[config.mk]
export PLATFORM = sky130hd
export DESIGN_NAME = sipo_deser
export DESIGN_NICKNAME = d
export VERILOG_FILES = /design/src/rtl/sipo_pkg.sv /design/src/rtl/sipo_out_stage.sv /design/src/rtl/sipo_deser.sv
export SDC_FILE = /design/constraint.sdc
export NUM_CORES = 1
export LEC_CHECK = 0
export ABC_CLOCK_PERIOD_IN_PS = 2820
export CORE_ASPECT_RATIO = 0.8
export CORE_MARGIN = 1.5
export CORE_UTILIZATION = 53
export CTS_CLUSTER_SIZE = 12
export DETAILED_ROUTE_END_ITERATION = 10
export GPL_TIMING_DRIVEN = 0
export PLACE_DENSITY = 0.92
export SYNTH_ARGS = -nofsm -noshare
export SYNTH_HDL_FRONTEND = slang
export SYNTH_SLANG_ARGS = --single-unit
[constraint.sdc]
create_clock -name clk -period 2.82 [get_ports clk]
set_input_delay 0.423 -clock clk [delete_from_list [all_inputs] [get_ports clk]]
set_output_delay 0.423 -clock clk [all_outputs]
set_load 0.01 [all_outputs]
[src/rtl/sipo_pkg.sv]
// Shared types and the bit-shift helper for the serial/parallel converter family.
// The helper works on a fixed maximum-width vector so it can serve any WIDTH up to SIPO_MAX_W.
package sipo_pkg;

  localparam int unsigned SIPO_MAX_W = 64;

  typedef enum logic {
    MSB_FIRST = 1'b0,
    LSB_FIRST = 1'b1
  } bit_order_e;

  // Bits of cur above 'width' must be zero; the result is masked to 'width' bits.
  function automatic logic [SIPO_MAX_W-1:0] sipo_shift(
    input logic [SIPO_MAX_W-1:0] cur,
    input logic                  din,
    input bit_order_e            order,
    input int unsigned           width
  );
    logic [SIPO_MAX_W-1:0] mask;
    logic [SIPO_MAX_W-1:0] din_ext;
    logic [SIPO_MAX_W-1:0] res;
    mask    = {SIPO_MAX_W{1'b1}} >> (SIPO_MAX_W - width);
    din_ext = {{(SIPO_MAX_W-1){1'b0}}, din};
    if (order == MSB_FIRST) begin
      res = (cur << 1) | din_ext;
    end else begin
      res = (cur >> 1) | (din_ext << (width - 1));
    end
    return res & mask;
  endfunction

endpackage

[src/rtl/sipo_out_stage.sv]
// One-entry holding register for completed words, with a sticky overrun flag.
// A word transfers when out_valid && out_ready at posedge; out_data holds while valid and not ready.
module sipo_out_stage
  import sipo_pkg::*;
#(
  parameter int WIDTH = 8
) (
  input  logic             clk,
  input  logic             rst_n,
  input  logic             load,
  input  logic [WIDTH-1:0] word,
  input  logic             out_ready,
  input  logic             ovr_clr,
  output logic [WIDTH-1:0] out_data,
  output logic             out_valid,
  output logic             overrun
);

  logic accept;
  logic drop;

  assign accept = out_valid && out_ready;
  assign drop   = load && out_valid && !out_ready;

  always_ff @(posedge clk or negedge rst_n) begin
    if (!rst_n) begin
      out_data  <= '0;
      out_valid <= 1'b0;
    end else if (load && !drop) begin
      out_data  <= word;
      out_valid <= 1'b1;
    end else if (accept) begin
      out_valid <= 1'b0;
    end
  end

  // A fresh drop outranks a clear in the same cycle.
  always_ff @(posedge clk or negedge rst_n) begin
    if (!rst_n) begin
      overrun <= 1'b0;
    end else if (drop) begin
      overrun <= 1'b1;
    end else if (ovr_clr) begin
      overrun <= 1'b0;
    end
  end

endmodule

[src/rtl/sipo_deser.sv]
// Serial-to-parallel deserialiser: counts bits into WIDTH-bit frames, per-frame bit order,
// frame resync, and a valid/ready output stage with overrun detection.
module sipo_deser
  import sipo_pkg::*;
#(
  parameter  int WIDTH = 8,
  localparam int CNT_W = $clog2(WIDTH)
) (
  input  logic             clk,
  input  logic             rst_n,
  input  logic             shift_en,
  input  logic             serial_in,
  input  logic             lsb_first,
  input  logic             sync,
  output logic [WIDTH-1:0] out_data,
  output logic             out_valid,
  input  logic             out_ready,
  output logic             overrun,
  input  logic             ovr_clr,
  output logic [CNT_W-1:0] bit_cnt,
  output logic             busy
);

  logic [WIDTH-1:0]      shift_reg;
  bit_order_e            mode_q;
  bit_order_e            eff_order;
  logic                  first_bit;
  logic                  last_bit;
  logic [SIPO_MAX_W-1:0] base_ext;
  logic [SIPO_MAX_W-1:0] shifted_ext;
  logic [WIDTH-1:0]      word;

  // A sync cycle restarts the frame, so its bit shifts into an empty register as bit 0.
  always_comb begin
    first_bit = sync || (bit_cnt == '0);
    eff_order = first_bit ? bit_order_e'(lsb_first) : mode_q;
    base_ext  = '0;
    if (!sync) begin
      base_ext[WIDTH-1:0] = shift_reg;
    end
    shifted_ext = sipo_shift(base_ext, serial_in, eff_order, WIDTH);
    word        = shifted_ext[WIDTH-1:0];
    last_bit    = shift_en && !sync && (bit_cnt == CNT_W'(WIDTH - 1));
  end

  always_ff @(posedge clk or negedge rst_n) begin
    if (!rst_n) begin
      shift_reg <= '0;
      bit_cnt   <= '0;
      mode_q    <= MSB_FIRST;
    end else if (shift_en) begin
      if (first_bit) begin
        mode_q <= eff_order;
      end
      if (last_bit) begin
        shift_reg <= '0;
        bit_cnt   <= '0;
      end else begin
        shift_reg <= word;
        bit_cnt   <= sync ? CNT_W'(1) : bit_cnt + CNT_W'(1);
      end
    end else if (sync) begin
      shift_reg <= '0;
      bit_cnt   <= '0;
    end
  end

  assign busy = (bit_cnt != '0);

  sipo_out_stage #(
    .WIDTH(WIDTH)
  ) u_out_stage (
    .clk      (clk),
    .rst_n    (rst_n),
    .load     (last_bit),
    .word     (word),
    .out_ready(out_ready),
    .ovr_clr  (ovr_clr),
    .out_data (out_data),
    .out_valid(out_valid),
    .overrun  (overrun)
  );

endmodule

# Word level (Yosys, flattened, before mapping)
# Index checks and enable logic that the tools add are counted.
[word_totals]
reg_bits = 22
word_cells = 39
inputBits = 8
output_inout_bits = 14
[op_classes]
muxes = 13
bitwise_logic = 2
n_eq_ne = 1
n_reduce_logical = 16
n_addsub = 1
[op_table]
columns = ["op", "n"]
rows = [
  ["$mux 8", 4],
  ["$mux 3", 4],
  ["$or 7x8->8", 1],
  ["$or 8x1->8", 1],
  ["$logic_and 1x1->1", 6],
  ["$reduce_bool 2->1", 3],
  ["$mux 1", 5],
  ["$add 3x1->3 const B", 1],
  ["$eq 3x3->1 const B", 1],
  ["$logic_not 1->1", 3],
  ["$logic_not 3->1", 1],
  ["$reduce_bool 3->1", 1],
  ["$reduce_and 2->1", 1],
  ["$logic_or 1x1->1", 1],
]

# Logic depth before layout (Yosys ltp)
[logic_depth]
depth_word = 8
depth_mapped = 8
depth_no_buf = 7

# Hierarchy
# A second synthesis with hierarchy kept.
[hier_totals]
hier_cells = 99
area_unflattened_um2 = 1121.1
[by_module_without_submodules]
columns = ["mod", "instances", "seq_area_each_um2", "area_each_um2", "cells_per_inst"]
rows = [
  ["sipo_deser", 1, 300.3, 708.2, 75],
  ["sipo_out_stage", 1, 250.2, 412.9, 24],
]

# Worst setup path after synthesis
# No wires, ideal clock.
[synth_timing]
path_type = "reg-to-reg"
startpoint = "reg bit_cnt[0]"
endpoint = "reg u_out_stage.out_data[1]"
period_less_slack_ps = 1694
t_arrival_ps = 1565
path_buffers = 0
required_ps = 2692
slack_ps = 1126
setup_ps = 128
path_stages_with_launch = 8
cell_sequence = "dfrtp_1 inv_1 ha_1 nor2b_4 inv_2 mux2i_4 mux2i_1 a21oi_1"
[synth_between]
elab_chain_len = 6
word_cells_on_any_way = 10
classes_between = "eq/ne: 1; mux: 2; reduce/logical: 7"
[synth_rtl]
columns = ["item", "line_no", "rtl"]
rows = [
  ["from (decl)", "sipo_deser.sv:20", "output logic [CNT_W-1:0] bit_cnt,"],
  ["from (signal assigned)", "sipo_deser.sv:60", "bit_cnt <= sync ? CNT_W'(1) : bit_cnt + CNT_W'(1);"],
  ["$eq 3x3->1", "sipo_deser.sv:43", "last_bit = shift_en && !sync && (bit_cnt == CNT_W'(WIDTH - 1));"],
  ["$logic_and 1x1->1", "sipo_deser.sv:43", ""],
  ["$logic_and 1x1->1 (2 in a row)", "sipo_out_stage.sv:23", "assign drop = load && out_valid && !out_ready;"],
  ["$logic_not 1->1", "sipo_out_stage.sv:29", "end else if (load && !drop) begin"],
  ["$logic_and 1x1->1", "sipo_out_stage.sv:29", ""],
  ["to (signal assigned)", "sipo_out_stage.sv:30", "out_data <= word;"],
  ["to (decl)", "sipo_out_stage.sv:14", "output logic [WIDTH-1:0] out_data,"],
]
# Parallel ways exist; a longest one is shown, timed or not.
# A chain may end at the register's enable or synchronous reset.

# Final worst setup path
[layout_timing]
startpoint = "reg bit_cnt[0]"
endpoint = "out busy"
[layout_between]
elab_chain_len = 1
[layout_rtl]
columns = ["item", "line_no", "rtl"]
rows = [
  ["$reduce_bool 3->1", "sipo_deser.sv:68", "assign busy = (bit_cnt != '0);"],
  ["to (decl)", "sipo_deser.sv:21", "output logic busy"],
]
# Every way passes these cells.

==> reports/qor.csv <==
stage,metric,value,unit
pwr,power_leakage,0.597,nW
setup_path,cp.required,2.40,ns
setup_path,cpPeakStageDelay,0.53,ns
pwr,power.density,510,nW/um^2
setup_path,crit_family,buffers and inverters,
timing,fmax,463,MHz
cts,path_clk_slew,0.11,ns
cts,root_buffer,clkbuf_4,
timing,finalHoldViolations,0,
floorplanning,top_level_ports,22,
synthesis,synth_cell_types,26,
floorplanning,die_y,42.8,um
routing,vias,799,
timing,setup_viol,0,
setup_path,startpoint,bit_cnt[0]$_DFFE_PN0P_,
timing,rsz0062_at_grt,no,
pwr,p_int,0.495,mW
routing,first_pass_iters,4,
grt,antenna_found_initial,0,
routing,wirelength,1.88,mm
floorplanning,start_util,55.9,%
setup_path,crit_type,register to output pin,
timing,min_period,2.16,ns
pwr,p_comb_share,22.1,%
setup_path,r2r-end,u_out_stage.out_data[3]$_DFFE_PN0P_,
grt,overflow,0,
synthesis,syn-num-nets,113,
cts,cts.sink_count,22,
pwr,power_frac_seq,52.7,%
synthesis,yosysWarnings,0,
finish,finalInstanceArea,1310,um^2
cts,cts_buffer_depth,2,
routing,drc,0,
cts,worstSkewPairLatency,0.30,ns
worst_hold_path,hold_path.class,input pin to register,
synthesis,ys_seq_area_share,52.6,%
timing,finalMaxSlewViolations,0,
placed_design,gp_congestion,0.776,
pwr,p_sw_share,26.1,%
synthesis,synth.largest_area_cell,dfrtp_1,
finish,drive_gt1_share,9.52,%
pwr,pwr-share-clk,25.2,%
setup_path,path_max_fanout,5,
cts,cts_buffers,3,
placed_design,portBuffers,20,
grt,grt_use_total,20.5,%
cts,cts_resized,0,
timing,period_share,76.7,%
grt,grt_max_degree,23,
cts,cts_setup_buffers,0,
synthesis,synth_seq_cells,22,
placed_design,dpl_cell_area,1280,um^2
setup_path,crit_slowest_cell,clkdlybuf4s50_1,
floorplanning,core_area,1870,um^2
pwr,p_switching,0.175,mW
cts,cts_tree,yes,
cts,htree_levels,1,
synthesis,synthCells,102,
setup_path,crit_end,busy,
floorplanning,rows,14,
timing,setup_tns,0,ns
timing,tightestPinTransition,0.954,ns
routing,ant_nets,0,
routing,drtIter0Drc,10,
floorplanning,dieArea,2250,um^2
routing,wl_per_cell,12.5,um
finish,fill_cells,145,
pwr,vdd_drop_max,0.369,mV
synthesis,avgSynthCellArea,10.3,um^2
setup_path,worstSetupStartpointType,register,
finish,fin_nets,138,
setup_path,cp.depth,5,
routing,via_per_inst,5.33,
timing,finalClockSkew,0.00304,ns
synthesis,synth_top_area_share,52.6,%
cts,ctsHoldBuffers,0,
setup_path,path_buf_inv,3,
grt,grt_pass1_vias,777,
floorplanning,fp.dieW,52.7,um
finish,syn2layout_area_growth,25.4,%
finish,diodes,0,
setup_path,crit_chain,"inv_1, ha_1, nor2b_4, inv_2, clkdlybuf4s50_1",
setup_path,end_kind,output pin,
setup_path,rr_startpoint,bit_cnt[0]$_DFFE_PN0P_,
grt,grt_first_pass_wirelength,3.37,mm
synthesis,netlist_area,1050,um^2
run,maxCapViolations,0,
pwr,p_total,0.670,mW
setup_path,ff2ff_setup_slack,1.00,ns
setup_path,worst-r2r-cell-count,7,
synthesis,synth_area_leaders,"dfrtp_1 (53%), mux2i_1 (7.6%), a21oi_1 (4.3%), ha_1 (3.6%), nor2_1 (3.6%)",
timing,max_slew_margin,36.2,%
setup_path,cp.arrival,1.74,ns
timing,hold_ws,0.423,ns
outcome,outcome,"complete, no violations",
placed_design,dp_hpwl,1.43,mm
[layout by cell type (no fill, tap or decap), types with 2 or more instances in the layout]
cell,n
a21oi_1,9
buf_2,2
clkbuf_4,3
clkdlybuf4s50_1,20
dfrtp_1,22
ha_1,3
inv_1,6
mux2_2,2
mux2i_1,8
nand2_1,9
nand2b_1,4
nand3_1,2
nand3b_1,2
nor2_1,10
o21ai_0,5
o21ai_1,6
[power by group through the flow]
stage	Clock [mW]	Sequential (mW)	Combinational [mW]
global route	0.189	0.357	0.162
floorplan	0	0.363	0.0811
detailed placement	0	0.359	0.149
finish	0.169	0.353	0.148
CTS	0.175	0.353	0.150
global placement	0	0.358	0.145
[per-stage QoR]
| stage | setup slack (ns) | instances | utilization [%] |
|---|---|---|---|
| 2_1_floorplan | 1.13 | 102 | - |
| 3_5_place_dp | 0.903 | 146 | 68.2 |
| 6_report | 0.658 | 150 | 70.1 |
| 5_1_grt | 0.551 | 150 | 70.1 |
| 4_1_cts | 0.626 | 150 | 70.1 |
| 3_3_place_gp | 0.945 | 146 | 68.2 |
[cell type report]
cell class              instances  area, um^2  share of cell area [%]
plain buffers                   4        18.8                    1.43
clock buffers                   4        36.3                    2.76
inverters                       7        26.3                    2.00
multi-input cells              69         452                    34.4
flip-flops and latches         22         551                    41.9
well taps                      24        30.0                    2.29
repair buffers                 20         200                    15.2
[logic make-up after synthesis]
group                    count (synthesis)  share of synthesized area (%)
adder cells (fa/ha/maj)                  3                           3.58
flip-flops                              22                           52.6
AND/OR/NAND/NOR                         30                           14.2
XOR/XNOR                                 1                          0.836
buffers and inverters                   11                           4.30
AO/OA/AOI/OAI                           24                           12.5
multiplexers                            11                           11.9
[metal layers]
| layer | GRT usage [%] | vias up | routed length [um] |
|---|---|---|---|
| li1 | - | 392 | - |
| met1 | 27.0 | 387 | 891 |
| met2 | 33.0 | 18 | 882 |
| met3 | 6.34 | 2 | 91 |
| met4 | 4.62 | 0 | 13 |
| met5 | 0 | - | 0 |
[worst register-to-register path, delay by kind of cell (launching register included)]
kind / cells / cell delay [ns]
adder cells (fa/ha/maj): 1 / 0.20
AND/OR/NAND/NOR: 1 / 0.14
buffers and inverters: 2 / 0.15
AO/OA/AOI/OAI: 1 / 0.09
flip-flops: 1 / 0.42
multiplexers: 2 / 0.72
[Yosys cell counts]
library cell	number
dfrtp_1	22
nor2_1	10
a21oi_1	9
nand2_1	9
mux2i_1	8
inv_1	6
o21ai_1	6
o21ai_0	5
nand2b_1	4
ha_1	3
buf_2	2
mux2_2	2
nand3_1	2
nand3b_1	2
a22oi_1	1
a2bb2oi_1	1
clkbuf_1	1
clkbuf_2	1
inv_2	1
mux2i_4	1
nor2b_1	1
nor2b_4	1
o22ai_1	1
o31a_1	1
or2b_1	1
xnor2_1	1
[worst min path at each step]
stage | end | slack (ns) | cells past startpoint | from
after floorplan | bit_cnt[0]$_DFFE_PN0P_ | 0.13 | 0 | rst_n
after global placement | shift_reg[7]$_DFF_PN0_ | 0.47 | 2 | shift_reg[7]$_DFF_PN0_
after detailed placement | shift_reg[7]$_DFF_PN0_ | 0.48 | 2 | shift_reg[7]$_DFF_PN0_
after CTS | bit_cnt[0]$_DFFE_PN0P_ | 0.42 | 2 | shift_en
after global routing | bit_cnt[0]$_DFFE_PN0P_ | 0.45 | 2 | shift_en
final | bit_cnt[0]$_DFFE_PN0P_ | 0.42 | 2 | shift_en
Note: power is estimated with default switching activity, not from simulation.
